## config.mk

```make
export PLATFORM = sky130hd
export DESIGN_NAME = fulladder_top_flat
export DESIGN_NICKNAME = d
export VERILOG_FILES = /design/src/rtl/fulladder_top_if.sv /design/src/rtl/fulladder_top.sv /design/src/flat_wrapper.sv
export SDC_FILE = /design/constraint.sdc
export NUM_CORES = 1
export LEC_CHECK = 0
export BUFFER_PORTS_ARGS = -buffer_cell sky130_fd_sc_hd__buf_2
export CAP_MARGIN = 20
export CORE_ASPECT_RATIO = 1.25
export CORE_UTILIZATION = 35
export DETAILED_ROUTE_END_ITERATION = 7
export GPL_TIMING_DRIVEN = 0
export PLACE_DENSITY = 0.76
export SETUP_SLACK_MARGIN = 0.1
export SLEW_MARGIN = 30
export SYNTH_ARGS = -nofsm -noshare
export SYNTH_HDL_FRONTEND = slang
export SYNTH_SLANG_ARGS = --single-unit
```

## constraint.sdc

```tcl
create_clock -name clk -period 31.3 [get_ports clk]
set_input_delay 6.26 -clock clk [delete_from_list [all_inputs] [get_ports clk]]
set_output_delay 6.26 -clock clk [all_outputs]
set_load 0.02 [all_outputs]
```

## src/rtl/fulladder_top_if.sv

```systemverilog
// -----------------------------------------------------------------------------
// fulladder_top_if
//   Operand/result bundle for the registered ripple-carry adder.
//   Parameter:
//     SIZE      operand/sum width in bits (>= 2)
//   Signals:
//     a, b      operands (unsigned or two's complement)
//     cin       carry-in, added at bit 0
//     s         registered sum, (a + b + cin) mod 2^SIZE
//     carryout  registered carry out of the top bit (unsigned overflow)
//     overflow  registered signed overflow
//   Modports:
//     master    drives operands, observes results (bench / upstream logic)
//     slave     consumes operands, drives results (the adder)
// -----------------------------------------------------------------------------
interface fulladder_top_if #(
  parameter int SIZE = 32
);
  logic [SIZE-1:0] a;
  logic [SIZE-1:0] b;
  logic            cin;
  logic [SIZE-1:0] s;
  logic            carryout;
  logic            overflow;

  modport master (
    output a,
    output b,
    output cin,
    input  s,
    input  carryout,
    input  overflow
  );

  modport slave (
    input  a,
    input  b,
    input  cin,
    output s,
    output carryout,
    output overflow
  );
endinterface

```

## src/rtl/fulladder_top.sv

```systemverilog
// -----------------------------------------------------------------------------
// fulladder_top
//   SIZE-bit two's-complement adder with carry-in, built as a ripple chain of
//   1-bit full-adder cells. Sum, unsigned carry-out and signed overflow are
//   registered on the rising edge of clk; one add per cycle, no handshake.
//
//   Ports:
//     clk   in   system clock, rising edge
//     rst   in   synchronous active-high reset, clears every register
//     bus   fulladder_top_if.slave  operands a/b/cin in, s/carryout/overflow out
//
//   Build option:
//     FULLADDER_IN_REG_EN  when defined, a/b/cin pass through an input
//                          register stage first (latency 2 instead of 1).
// -----------------------------------------------------------------------------
module fulladder_top #(
  parameter int SIZE = 32
) (
  input  logic            clk,
  input  logic            rst,
  fulladder_top_if.slave  bus
);

  // Operands as seen by the adder chain (raw or input-registered).
  logic [SIZE-1:0] a_s;
  logic [SIZE-1:0] b_s;
  logic            cin_s;

  // Ripple chain: carry_s[i] is the carry into cell i, carry_s[SIZE] the carry out.
  logic [SIZE:0]   carry_s;
  logic [SIZE-1:0] sum_s;
  logic            co_next_s;
  logic            ov_next_s;

  // Output registers.
  logic [SIZE-1:0] s_r;
  logic            co_r;
  logic            ov_r;

`ifdef FULLADDER_IN_REG_EN
  logic [SIZE-1:0] a_r;
  logic [SIZE-1:0] b_r;
  logic            cin_r;

  // Input stage: operands registered before the adder chain, cleared by reset.
  always_ff @(posedge clk) begin
    if (rst) begin
      a_r   <= {SIZE{1'b0}};
      b_r   <= {SIZE{1'b0}};
      cin_r <= 1'b0;
    end else begin
      a_r   <= bus.a;
      b_r   <= bus.b;
      cin_r <= bus.cin;
    end
  end

  assign a_s   = a_r;
  assign b_s   = b_r;
  assign cin_s = cin_r;
`else
  assign a_s   = bus.a;
  assign b_s   = bus.b;
  assign cin_s = bus.cin;
`endif

  // Ripple-carry chain of full-adder cells, cell i fed by carry_s[i].
  always_comb begin
    carry_s    = {(SIZE+1){1'b0}};
    sum_s      = {SIZE{1'b0}};
    carry_s[0] = cin_s;
    for (int i = 0; i < SIZE; i++) begin
      sum_s[i]     = a_s[i] ^ b_s[i] ^ carry_s[i];
      carry_s[i+1] = (a_s[i] & b_s[i]) | (carry_s[i] & (a_s[i] ^ b_s[i]));
    end
  end

  // Signed overflow: carry into the sign bit differs from carry out of it.
  assign co_next_s = carry_s[SIZE];
  assign ov_next_s = carry_s[SIZE] ^ carry_s[SIZE-1];

  // Output stage: capture sum and flags every cycle; reset wins over new operands.
  always_ff @(posedge clk) begin
    if (rst) begin
      s_r  <= {SIZE{1'b0}};
      co_r <= 1'b0;
      ov_r <= 1'b0;
    end else begin
      s_r  <= sum_s;
      co_r <= co_next_s;
      ov_r <= ov_next_s;
    end
  end

  assign bus.s        = s_r;
  assign bus.carryout = co_r;
  assign bus.overflow = ov_r;

endmodule

```

## src/flat_wrapper.sv

```systemverilog
// flat-port wrapper written by rule: the top's interface ports become plain ports
module fulladder_top_flat 
#(
  parameter int SIZE = 32
)
  (clk, rst, bus_a, bus_b, bus_cin, bus_s, bus_carryout, bus_overflow);
  fulladder_top_if #(.SIZE(SIZE)) bus_i ();
  input  logic clk;
  input  logic rst;
  input wire logic [$bits(bus_i.a)-1:0] bus_a;
  input wire logic [$bits(bus_i.b)-1:0] bus_b;
  input wire logic [$bits(bus_i.cin)-1:0] bus_cin;
  output wire logic [$bits(bus_i.s)-1:0] bus_s;
  output wire logic [$bits(bus_i.carryout)-1:0] bus_carryout;
  output wire logic [$bits(bus_i.overflow)-1:0] bus_overflow;
  assign bus_i.a = bus_a;
  assign bus_i.b = bus_b;
  assign bus_i.cin = bus_cin;
  assign bus_s = bus_i.s;
  assign bus_carryout = bus_i.carryout;
  assign bus_overflow = bus_i.overflow;
  fulladder_top #(.SIZE(SIZE)) u_core (.clk(clk), .rst(rst), .bus(bus_i));
endmodule
```

# Word level (Yosys, flattened, before mapping)
# Cells that the tools add are included.
dict set report totals {
  elab_cells 164
  output_inout_bits 34
  input_bits 67
  register_bits 34
}
dict set report op_classes {
  n_bitwise 161
}
# op n
set ops {}
lappend ops {{1-bit XOR} 65}
lappend ops {{1-bit bitwise AND} 64}
lappend ops {{1-bit OR} 32}

# Depth between registers and ports, before layout
# Gate-level depths: netlist (run 1).
dict set report depth {
  word_depth 66
  ltp_mapped 37
}

# Least setup slack after synthesis (run 1)
# OpenSTA, ideal clock, no wires.
dict set report synth_timing {
  path_kind {input-to-reg}
  start {in bus_cin}
  end {reg u_core.s_r[31] (netlist: u_core.bus.s[31])}
  slack_ns 12.749
  setup_time_ns 0.064
  required_time_ns 31.236
  arrival_ns 18.487
  stages 36
  path_cell_list {fa_1 fa_1 fa_1 fa_1 fa_1 fa_1 fa_1 fa_1 fa_1 fa_1 fa_1 fa_1 fa_1 fa_1 fa_1 fa_1 inv_1 fa_1 inv_1 fa_1 fa_1 fa_1 fa_1 fa_1 fa_1 fa_1 fa_1 fa_1 fa_1 fa_1 fa_1 fa_1 fa_1 inv_1 fa_1 nor2_1}
}
dict set report synth_via {
  elab_chain_len 63
}
# item line_no
set synth_lines {}
lappend synth_lines {{from (decl)} flat_wrapper.sv:12} ;# input wire logic [$bits(bus_i.cin)-1:0] bus_cin;
lappend synth_lines {{1-bit bitwise AND} fulladder_top.sv:74} ;# carry_s[i+1] = (a_s[i] & b_s[i]) | (carry_s[i] & (a_s[i] ^ b_s[i]));
lappend synth_lines {{1-bit OR} fulladder_top.sv:74}
lappend synth_lines {{1-bit bitwise AND} fulladder_top.sv:74}
lappend synth_lines {{1-bit OR} fulladder_top.sv:74}
lappend synth_lines {{1-bit bitwise AND} fulladder_top.sv:74}
lappend synth_lines {{1-bit OR} fulladder_top.sv:74}
lappend synth_lines {{1-bit bitwise AND} fulladder_top.sv:74}
lappend synth_lines {{1-bit OR} fulladder_top.sv:74}
lappend synth_lines {{[... 47 more ...]} -}
lappend synth_lines {{1-bit OR} fulladder_top.sv:74}
lappend synth_lines {{1-bit bitwise AND} fulladder_top.sv:74}
lappend synth_lines {{1-bit OR} fulladder_top.sv:74}
lappend synth_lines {{1-bit bitwise AND} fulladder_top.sv:74}
lappend synth_lines {{1-bit OR} fulladder_top.sv:74}
lappend synth_lines {{1-bit bitwise AND} fulladder_top.sv:74}
lappend synth_lines {{1-bit OR} fulladder_top.sv:74}
lappend synth_lines {{1-bit XOR} fulladder_top.sv:73} ;# sum_s[i] = a_s[i] ^ b_s[i] ^ carry_s[i];
lappend synth_lines {{to (signal assigned)} fulladder_top.sv:85} ;# s_r <= {SIZE{1'b0}};
lappend synth_lines {{to (signal assigned)} fulladder_top.sv:89} ;# s_r <= sum_s;
lappend synth_lines {{to (decl)} fulladder_top.sv:36} ;# logic [SIZE-1:0] s_r;
# Every way passes these cells.
# A chain may end at the register's enable or synchronous reset.

# Final worst setup path (run 1)
# Ends and elaborated chain as after synthesis.

==> run summary, run 1 <==
The post-cts hold buffer count was 0; the chip height was 77.57 um. Across all setup checks in the final design, the least slack found is 12.33 ns. The first global-routing pass estimated 5071 um of wire. For this design, the sink count on the clock tree is 34.

The global-route usage over all layers came out at 0.1406. Setup repair after global routing left no endpoint under its margin. Post-CTS timing repair inserted 0 buffers for setup. The number of clock buffers added by TritonCTS is 5. The tree is rooted in a sky130_fd_sc_hd__clkbuf_8.

Of all nets on the critical path, the largest fanout is 2. In this run the tool buffered the top-level ports with 100 buffer cells. Sum of buffers and inverters on the critical path: 4. The clock slew seen by the registers of the worst setup and hold paths was 0.06 ns. The flow ran to the end, and the final reports show no timing, DRC or antenna violations. Post-CTS repair changed the size of 0 cells. Synthesis produced 111 cells.

The run gives 0.05270 GHz as the upper clock frequency limit. During synthesis, Yosys emitted a total of 0 warnings. The worst setup path is captured at a flip-flop. Data arrival time of the critical path: 19.19 ns.

The most common cell in the synthesized netlist is sky130_fd_sc_hd__dfxtp_1. The utilization after layout was 0.5188; the die footprint was 4845 sq um. The DRC violation count after routing is 0.

OpenSTA, run right after detailed placement, puts the worst setup slack at 11.98 ns. In this run the standard cell core region covers 4392 sq um. The final count of pins violating max slew is 0. The largest area contributor in the synthesized netlist is sky130_fd_sc_hd__dfxtp_1.

The number of endpoints failing setup at the final stage was 0; the internal power contribution was 0.08743 mW. The category of the critical setup timing path is in2reg. After layout, the minimum clock period comes to 18.97 ns. The detailed router finished its first iteration with 15 violations.

Counting along the longest clock path gives a buffer depth of 2. Dividing total power by cell area gives a power density of 53.07 nW/um^2. Across the VDD grid, the largest voltage drop is 0.00002598 V. In this run, synthesis inferred 0 flip-flops with an integrated enable.

Max-cap violations in this run came to 0. For this run the aggregate overflow at the end of global routing stands at 0. Synthesis produced a netlist with a net count of 210. In this run the cell area of the synthesized design comes to 1599 sq um.

For this block, the via count after detailed routing is 1143. Transition time at the pin with the least slew margin: 0.1430 ns. For the number of standard cells in the layout, taps in and fillers out, the log shows 277. Sorting the synthesized cells by area gives the leading types as sky130_fd_sc_hd__dfxtp_1 43%, sky130_fd_sc_hd__fa_1 40%, sky130_fd_sc_hd__nor2b_1 10%. The largest individual stage delay along the critical path comes from the cell sky130_fd_sc_hd__fa_1.

STA classifies the critical path startpoint as an input port. TritonCTS built the clock tree. The path class of the tightest hold or removal check is in2reg. The fraction of registers with async set or reset after synthesis is 0, and the portion of total power attributed to combinational logic is 0.268. The switching share of power is 0.2770.

The critical path runs through a total of 37 cells. Counting distinct cell types in the post-synthesis netlist gives 9. The post-route cell area was 2278 sq um. The logs give 0.03349 mW for the total net switching power and 0.9046 for the worst-case headroom to the max-slew limit. 101 I/O pins were placed. The layout overhead on the synthesized area is 42.49%, and the stage delay of the slowest cell on the critical path is 0.44 ns.

Measured along the x axis, the die boundary spans 62.46 um. 0 antenna diodes ended up in the layout. The run gives 0 as the hold violation total from the final report. The share of cells above drive strength 1 works out to 0.5023. The analysis attributes to cell leakage a power of 1.136 nW.

First-pass detailed-route iteration total: 2. Counting stages on the worst path, the most repeated cell is sky130_fd_sc_hd__fa_1. Once placement completed, the tool counted placed cells totaling 269. After the last flow step, the layout net total stands at 317. The final total negative setup slack is 0 ns. In this run the most critical hold path is launched from rst. The number of global-route vias before repair is 1194, and the relative contribution of the clock network to total power is 0.316. In the synthesized netlist, the cells that appear most often are 34 x sky130_fd_sc_hd__dfxtp_1, 32 x sky130_fd_sc_hd__fa_1, 26 x sky130_fd_sc_hd__nor2b_1. The logs give 11 for the maximum number of pins on one net before global-route repair and 0.4257 for the share of synthesized area occupied by flip-flops and latches. On the critical path the largest part of the delay comes from adder cells. The number of nets with antenna violations after detailed routing is 0, and the initial antenna violation count is 0.

Share of the clock period used by the worst path: 0.6062. At the worst endpoint, the required time is 31.51 ns. The total wire length is 3199 um, and the sequential group share of total power is 0.416. The main flop type after synthesis was sky130_fd_sc_hd__dfxtp_1. The weighted congestion reported at the end of routability-driven placement was 0.7141; the initial core utilization was 0.3641. On the final layout, the worst hold slack is 6.349 ns. The number of instances on the worst hold path is 2, and the average detailed-routed wire length per instance is 11.55 um.

The path with the worst hold slack has its endpoint at u_core.bus.s[6]$_SDFF_PP0_. After detailed placement, the total cell area comes to 2172 sq um. In this run the number of H-tree levels came out at 2.

Synthesis inferred 34 register bits. Using the TritonRoute via totals, the vias-per-cell ratio works out to 4.126. Detailed placement ended at an HPWL of 2781 um. The fraction of synthesized cell area taken by the top area cell type works out to 0.4257.

The synthesized area divided by synthesized cell count came out at 14.41 sq um. The completed layout was analyzed and its total power is 0.1209 mW. The floorplan row count was 27.
cells in the final DEF, fill, tap and decap left out:
master	count
sky130_fd_sc_hd__buf_2	100
sky130_fd_sc_hd__dfxtp_1	34
sky130_fd_sc_hd__fa_1	32
sky130_fd_sc_hd__nor2b_1	26
sky130_fd_sc_hd__inv_1	7
sky130_fd_sc_hd__clkbuf_8	5
sky130_fd_sc_hd__nor2_1	4
sky130_fd_sc_hd__buf_6	3
sky130_fd_sc_hd__and2b_1	3
sky130_fd_sc_hd__clkbuf_1	2
sky130_fd_sc_hd__xor2_1	1
sky130_fd_sc_hd__and2b_2	1
sky130_fd_sc_hd__bufinv_16	1
cell type report:
type / instances / area (sq um)
clock inverter: 1 / 30.03
buffer: 3 / 33.78
tap: 58 / 72.57
clock buffer: 7 / 76.32
sequential: 34 / 680.7
inverter: 7 / 26.28
multi-input combinational: 67 / 858.3
timing repair buffer: 100 / 500.5
fill: 409 / 2113
layer usage:
metal	vias up	GRT usage	wire, um
li1	539	-	-
met2	60	0.2598	1796
met1	537	0.1394	1080
met3	7	0.04412	242
met5	-	0	0
met4	0	0.06977	79
logic make-up (layout without fill, tap and decap cells):
family,count (synthesis),count (layout),share of synthesized area
XOR/XNOR,1,1,0.005478
adder cells (fa/ha/maj),32,32,0.4006
buffers and inverters,10,118,0.03756
flip-flops,34,34,0.4257
AND/OR/NAND/NOR,34,34,0.1307
how the worst max path moves through the flow:
stage / startpoint / endpoint / slack (ns)
2_1_floorplan: bus_cin / u_core.bus.s[31]$_SDFF_PP0_ / 12.75
3_3_place_gp: bus_cin / u_core.bus.s[31]$_SDFF_PP0_ / 12.21
3_5_place_dp: bus_cin / u_core.bus.s[31]$_SDFF_PP0_ / 11.98
4_1_cts: bus_cin / u_core.bus.s[31]$_SDFF_PP0_ / 12.28
5_1_grt: bus_cin / u_core.bus.s[31]$_SDFF_PP0_ / 11.86
6_report: bus_cin / u_core.bus.s[31]$_SDFF_PP0_ / 12.33
power groups by stage:
stage | Sequential [mW] | Clock [mW] | Combinational [mW]
5_1_grt | 0.0507 | 0.0419 | 0.0367
3_5_place_dp | 0.0512 | 0 | 0.0328
6_report | 0.0502 | 0.0382 | 0.0324
3_3_place_gp | 0.0509 | 0 | 0.0314
4_1_cts | 0.0503 | 0.0393 | 0.0332
2_1_floorplan | 0.0587 | 0 | 0.0108
registers in the layout (all words and copies together), names as in the netlist:
signal               count
u_core.bus.carryout      1
u_core.bus.overflow      1
u_core.bus.s            32
Note: power is estimated with default switching activity, not from simulation.
==> run 2: changes to the inputs <==
- PLACE_DENSITY: 0.76 -> 0.79
- clock period: 31.3 -> 16.3 ns (I/O delays scaled with it)
==> run summary, run 2 (synthesized netlist as in run 1, its figures left out) <==
Floorplan row count: 27. The startpoint of the worst setup timing path was bus_cin. The number of buffers and inverters on the critical path is 4. Setup violations remaining at the end of the flow were counted as 0. The placed wire-length estimate is 2762 um.

In this run the cell area measured after placement is 2172 sq um. Setup total negative slack on the finished layout was measured at 0 ns. The slowest stage of the critical path is the sky130_fd_sc_hd__fa_1 cell. For the worst setup path, the data arrival time is 15.94 ns. In this run the number of H-tree levels came out at 2. The run gives 0 as the hold violation total from the final report. The sort of element at the end of the critical path is a flip-flop.

The clock slew seen by the registers of the worst setup and hold paths works out to 0.07 ns. In this run, CTS created clock tree buffers numbering 5. The shortest clock period the worst path allows after layout is 15.73 ns. For this design the ratio of total power to cell area is 96.94 nW/um^2. For the number of global-route vias before repair, the log shows 1143. The average detailed-routed wire length per instance was 11.50 um; the standby leakage power was 1.129 nW. In the final design database the tool counted 317 nets.

Class of the most critical hold timing path: in2reg. Worst-case headroom to the max-slew limit: 0.9037. The post-detailed-route via-to-cell ratio works out to 4.090. On the worst path, the slowest cell contributes a delay of 0.43 ns. The global-route usage over all layers was 0.1401. Transition time at the pin with the least slew margin: 0.1444 ns. The worst-case clock buffer depth was 2. The weighted congestion reported at the end of routability-driven placement was 0.7356. Entering global routing, the biggest net connects 11 pins.

The tools report the met3 capacity usage during global routing as 0.04412. Clock tree synthesis selected as its root buffer the cell sky130_fd_sc_hd__clkbuf_8. Buffers added to address setup during post-CTS repair amount to 0.

The run gives 0 as the number of nets with antenna violations after detailed routing. With fillers left out, the area of the finished cells amounts to 2273 sq um. Family with the most delay on the worst path: adder cells. The tools report the antenna diode count as 0. Data on the critical path is required at its endpoint by 16.52 ns. The detailed router finished its first iteration with 18 violations. The flow ran to the end, and the final reports show no timing, DRC or antenna violations. The count of clock tree sinks was 34; the initial core utilization was 0.3641. The reported max-cap violation count is 0. Setup repair after global routing left no endpoint under its margin.

The design draws 0.2204 mW. In this design, the critical path's most frequently occurring cell is sky130_fd_sc_hd__fa_1. The share of the clock period used by the worst path came out at 0.9648. In this run the count of I/O pins placed on the die edge is 101. The initial antenna violation count is 0, and the overall overflow remaining after global route is 0. In this run the standard cell core region covers 4392 sq um. By startpoint and endpoint, the worst setup path is classified as in2reg. The first-pass detailed-route iteration total was 4; the number of flip-flops in the largest register was 32. Critical path startpoint category: an input port.

The layout overhead on the synthesized area was 42.18%. The upper clock frequency limit was 0.06359 GHz. The logs give 0.2761 for the met2 track demand over resource in global routing and 3186 um for the total wire length. The share of cells above drive strength 1 is 0.5251. The final count of pins violating max slew came out at 0.

Along the worst path, the maximum fanout reaches 2. The first global-routing pass estimated 4961 um of wire. The library cells used most frequently in the layout, excluding fill and tap cells, are 100 x sky130_fd_sc_hd__buf_2, 34 x sky130_fd_sc_hd__dfxtp_1, 28 x sky130_fd_sc_hd__fa_1. In this run the tool buffered the top-level ports with 100 buffer cells.

After detailed routing, the number of remaining DRC violations is 0. Met1 usage: 0.1264. The horizontal extent of the die works out to 62.46 um.

In this run the vertical extent of the chip is 77.57 um. The library cell used most frequently in the layout, excluding fill and tap cells, is sky130_fd_sc_hd__buf_2. The most congested layer reported by global routing was met2.

The worst hold path begins at rst. The worst-case IR drop observed on VDD is 0.00004872 V. TritonCTS built the clock tree.

Across all hold checks on the routed design, the worst slack comes to 3.347 ns. The total via count after detailed routing came out at 1133. The run gives 4845 sq um as the die footprint.
==> run 2: final timing paths <==
check / endpoint / slack (ns) / cells after the start
hold / removal: u_core.bus.s[9]$_SDFF_PP0_ / 3.35 / 2
setup / recovery: u_core.bus.s[31]$_SDFF_PP0_ / 0.57 / 37
==> run 2: through the flow <==
step | setup WS (ns) | cells | util
after floorplan | 0.7490 | 111 | -
after global placement | 0.2352 | 269 | 0.4946
after detailed placement | -0.0007692 | 269 | 0.4946
after CTS | 0.3017 | 277 | 0.5154
after global routing | 0.1069 | 277 | 0.5177
final | 0.5740 | 277 | 0.5177
==> run 2: report_power, final <==
group	switching [mW]	internal (mW)	leakage (nW)	total, mW
clock network	0.0273	0.0340	0.0482	0.0613
logic	0.0342	0.0284	0.797	0.0627
registers	0.00238	0.0940	0.283	0.0964
total	0.0639	0.156	1.13	0.220
==> run 2: per-layer routing <==
layer	vias to the layer above	share of wire	wire (um)
met2	60	0.59	1877
met1	530	0.31	993
met3	7	0.077	245
met5	-	0	0
li1	536	-	-
met4	0	0.022	70
==> run 2: final cells by class <==
type | count | area [sq um]
clock buffer | 7 | 86.33
tap | 58 | 72.57
fill | 411 | 2118
timing repair buffer | 100 | 500.5
inverter | 7 | 26.28
multi-input combinational | 67 | 868.3
clock inverter | 1 | 5.005
buffer | 3 | 33.78
sequential | 34 | 680.7
==> run 2: timing repair <==
action,in CTS,in global routing
endpoints found under the setup margin,0,3
gates resized for setup,0,4
hold buffers,0,0
==> run 3: changes to the inputs <==
- PLACE_DENSITY: 0.79 -> 0.71
==> run summary, run 3 (synthesized netlist as in run 1, its figures left out) <==
The run finished with clean final reports. The detail route stage leaves a number of antenna-violating nets equal to 0. For this run the aggregate overflow at the end of global routing stands at 0. The logs give 0 for the initial antenna violation count and 16.51 ns for the required time at the endpoint of the critical path.

The total CTS buffers is 5, and the number of flip-flops in the largest register is 32. Leaving out fill and tap cells, the most frequent cell in the layout is sky130_fd_sc_hd__buf_2. After detailed routing, the number of remaining DRC violations is 0. In this design, the critical path's most frequently occurring cell is sky130_fd_sc_hd__fa_1.

The design draws 0.2197 mW. The largest driver fanout on the critical path works out to 2. The min-delay analysis places its worst path in the category in2reg.

Max-cap violations in this run came to 0. Adding up every negative setup slack in the final design gives 0 ns. 101 I/O pins were placed. The floorplan step defined a die boundary enclosing 4845 sq um. In this run the horizontal extent of the chip is 62.46 um. TritonCTS built the clock tree.

The worst-case headroom to the max-slew limit came out at 0.8994. The clock net in this run drives a total of 34 sinks. The violation count after the first detailed-routing iteration was 43; the clock slew seen by the registers of the worst setup and hold paths was 0.06 ns.

0 antenna diodes ended up in the layout. Global-route usage over all layers: 0.1265. In this run the standard cell core region covers 4392 sq um. The chip height came out at 77.57 um.

Leaving out filler cells and counting taps, the final layout contains 277. Setup repair after global routing left no endpoint under its margin. The first detailed-routing pass took 3 iterations. The power per unit of standard cell area was 96.75 nW/um^2. Total via count after detailed routing: 1108. The logs give 0 for the final count of pins violating max slew and 0 for the number of endpoints failing setup at the final stage. Row generation in the floorplan step produced 27 rows. VDD sags by at most 0.00003541 V. Buffers added to address setup during post-CTS repair amount to 0.

The largest single stage delay on the critical path is 0.44 ns. The library cells used most frequently in the layout, excluding fill and tap cells, are 100 x sky130_fd_sc_hd__buf_2, 34 x sky130_fd_sc_hd__dfxtp_1, 29 x sky130_fd_sc_hd__fa_1. For the maximum number of pins on one net before global-route repair, the log shows 11. The cell at the slowest stage of the critical path was sky130_fd_sc_hd__fa_1. The tools report the placed cell count as 269. The tools report the standby leakage power as 1.130 nW. Routability-driven placement finished with a final weighted congestion of 0.7073. The average detailed-routed wire length per instance is 10.32 um. The initial core utilization came out at 0.3641. The data arrival time of the critical path was 15.96 ns. The area growth from synthesis to layout is 42.02%. The number of global-route vias before repair came out at 1098. The sort of element at the end of the critical path is a flip-flop.

Post-detailed-route via-to-cell ratio: 4.000. The tree is rooted in a sky130_fd_sc_hd__clkbuf_8. Worst-case clock buffer depth: 2. The total wire length was 2860 um. The share of the clock period used by the worst path came out at 0.9661. STA classifies the critical path startpoint as an input port. The category of the critical setup timing path is in2reg.

For the pin with the worst max-slew slack, the measured transition is 0.1509 ns. On the final layout, the worst hold slack is 3.357 ns. The placed wire-length estimate came out at 2495 um. Static timing analysis puts the maximum clock frequency at 0.06350 GHz.

The count of buffers added on input and output ports is 100. The first global-routing pass estimated 4657 um of wire. Shortest clock period the worst path allows after layout: 15.75 ns.

The hold violation total from the final report came out at 0. For the net count of the finished layout, the log shows 317. The maximum level of the CTS H-tree was 2. The share of cells above drive strength 1 works out to 0.5205.
==> run 3: path summary, 6_finish.rpt <==
kind  depth (start not counted)                     endpoint    start  slack (ns)
max                          37  u_core.bus.s[31]$_SDFF_PP0_  bus_cin        0.55
min                           2   u_core.bus.s[8]$_SDFF_PP0_      rst        3.36
==> run 3: cell type report <==
type | count | area (sq um)
clock inverters | 1 | 5.005
repair buffers | 100 | 500.5
plain buffers | 3 | 33.78
multi-input cells | 67 | 865.8
flip-flops and latches | 34 | 680.7
fillers | 402 | 2121
inverters | 7 | 26.28
well taps | 58 | 72.57
clock buffers | 7 | 86.33
==> run 3: where the power goes <==
| part | total (mW) | internal [mW] | switching [mW] | leakage, nW |
|---|---|---|---|---|
| clock network | 0.0609 | 0.0340 | 0.0269 | 0.0482 |
| registers | 0.0963 | 0.0940 | 0.00229 | 0.283 |
| logic | 0.0625 | 0.0283 | 0.0342 | 0.798 |
==> run 3: what timing repair did <==
| item | CTS | global route |
|---|---|---|
| setup endpoints to repair | 0 | 2 |
| resized for setup | 0 | 3 |
| hold buffers | 0 | 0 |
| hold endpoints to repair | 0 | 0 |
==> run 3: metal layers <==
layer	track usage	vias to the layer above	routed length, um
li1	-	536	-
met1	0.1333	514	1026
met2	0.2272	54	1580
met3	0.03971	4	199
met4	0.05814	0	53
met5	0	-	0
==> run 3: through the flow <==
step                        util  setup slack (ns)  instance area, sq um
after global routing      0.5171            0.1053                  2271
after floorplan                -            0.7490                  1599
after detailed placement  0.4946           0.08812                  2172
final                     0.5171            0.5526                  2271
after CTS                 0.5154            0.3966                  2263
after global placement    0.4946            0.2843                  2172
==> run 3: worst max-delay path: cells and delay by family <==
| kind | cells | cell delay, ns |
|---|---|---|
| buffers and inverters | 4 | 0.30 |
| adder cells (fa/ha/maj) | 32 | 12.27 |
| AND/OR/NAND/NOR | 1 | 0.10 |
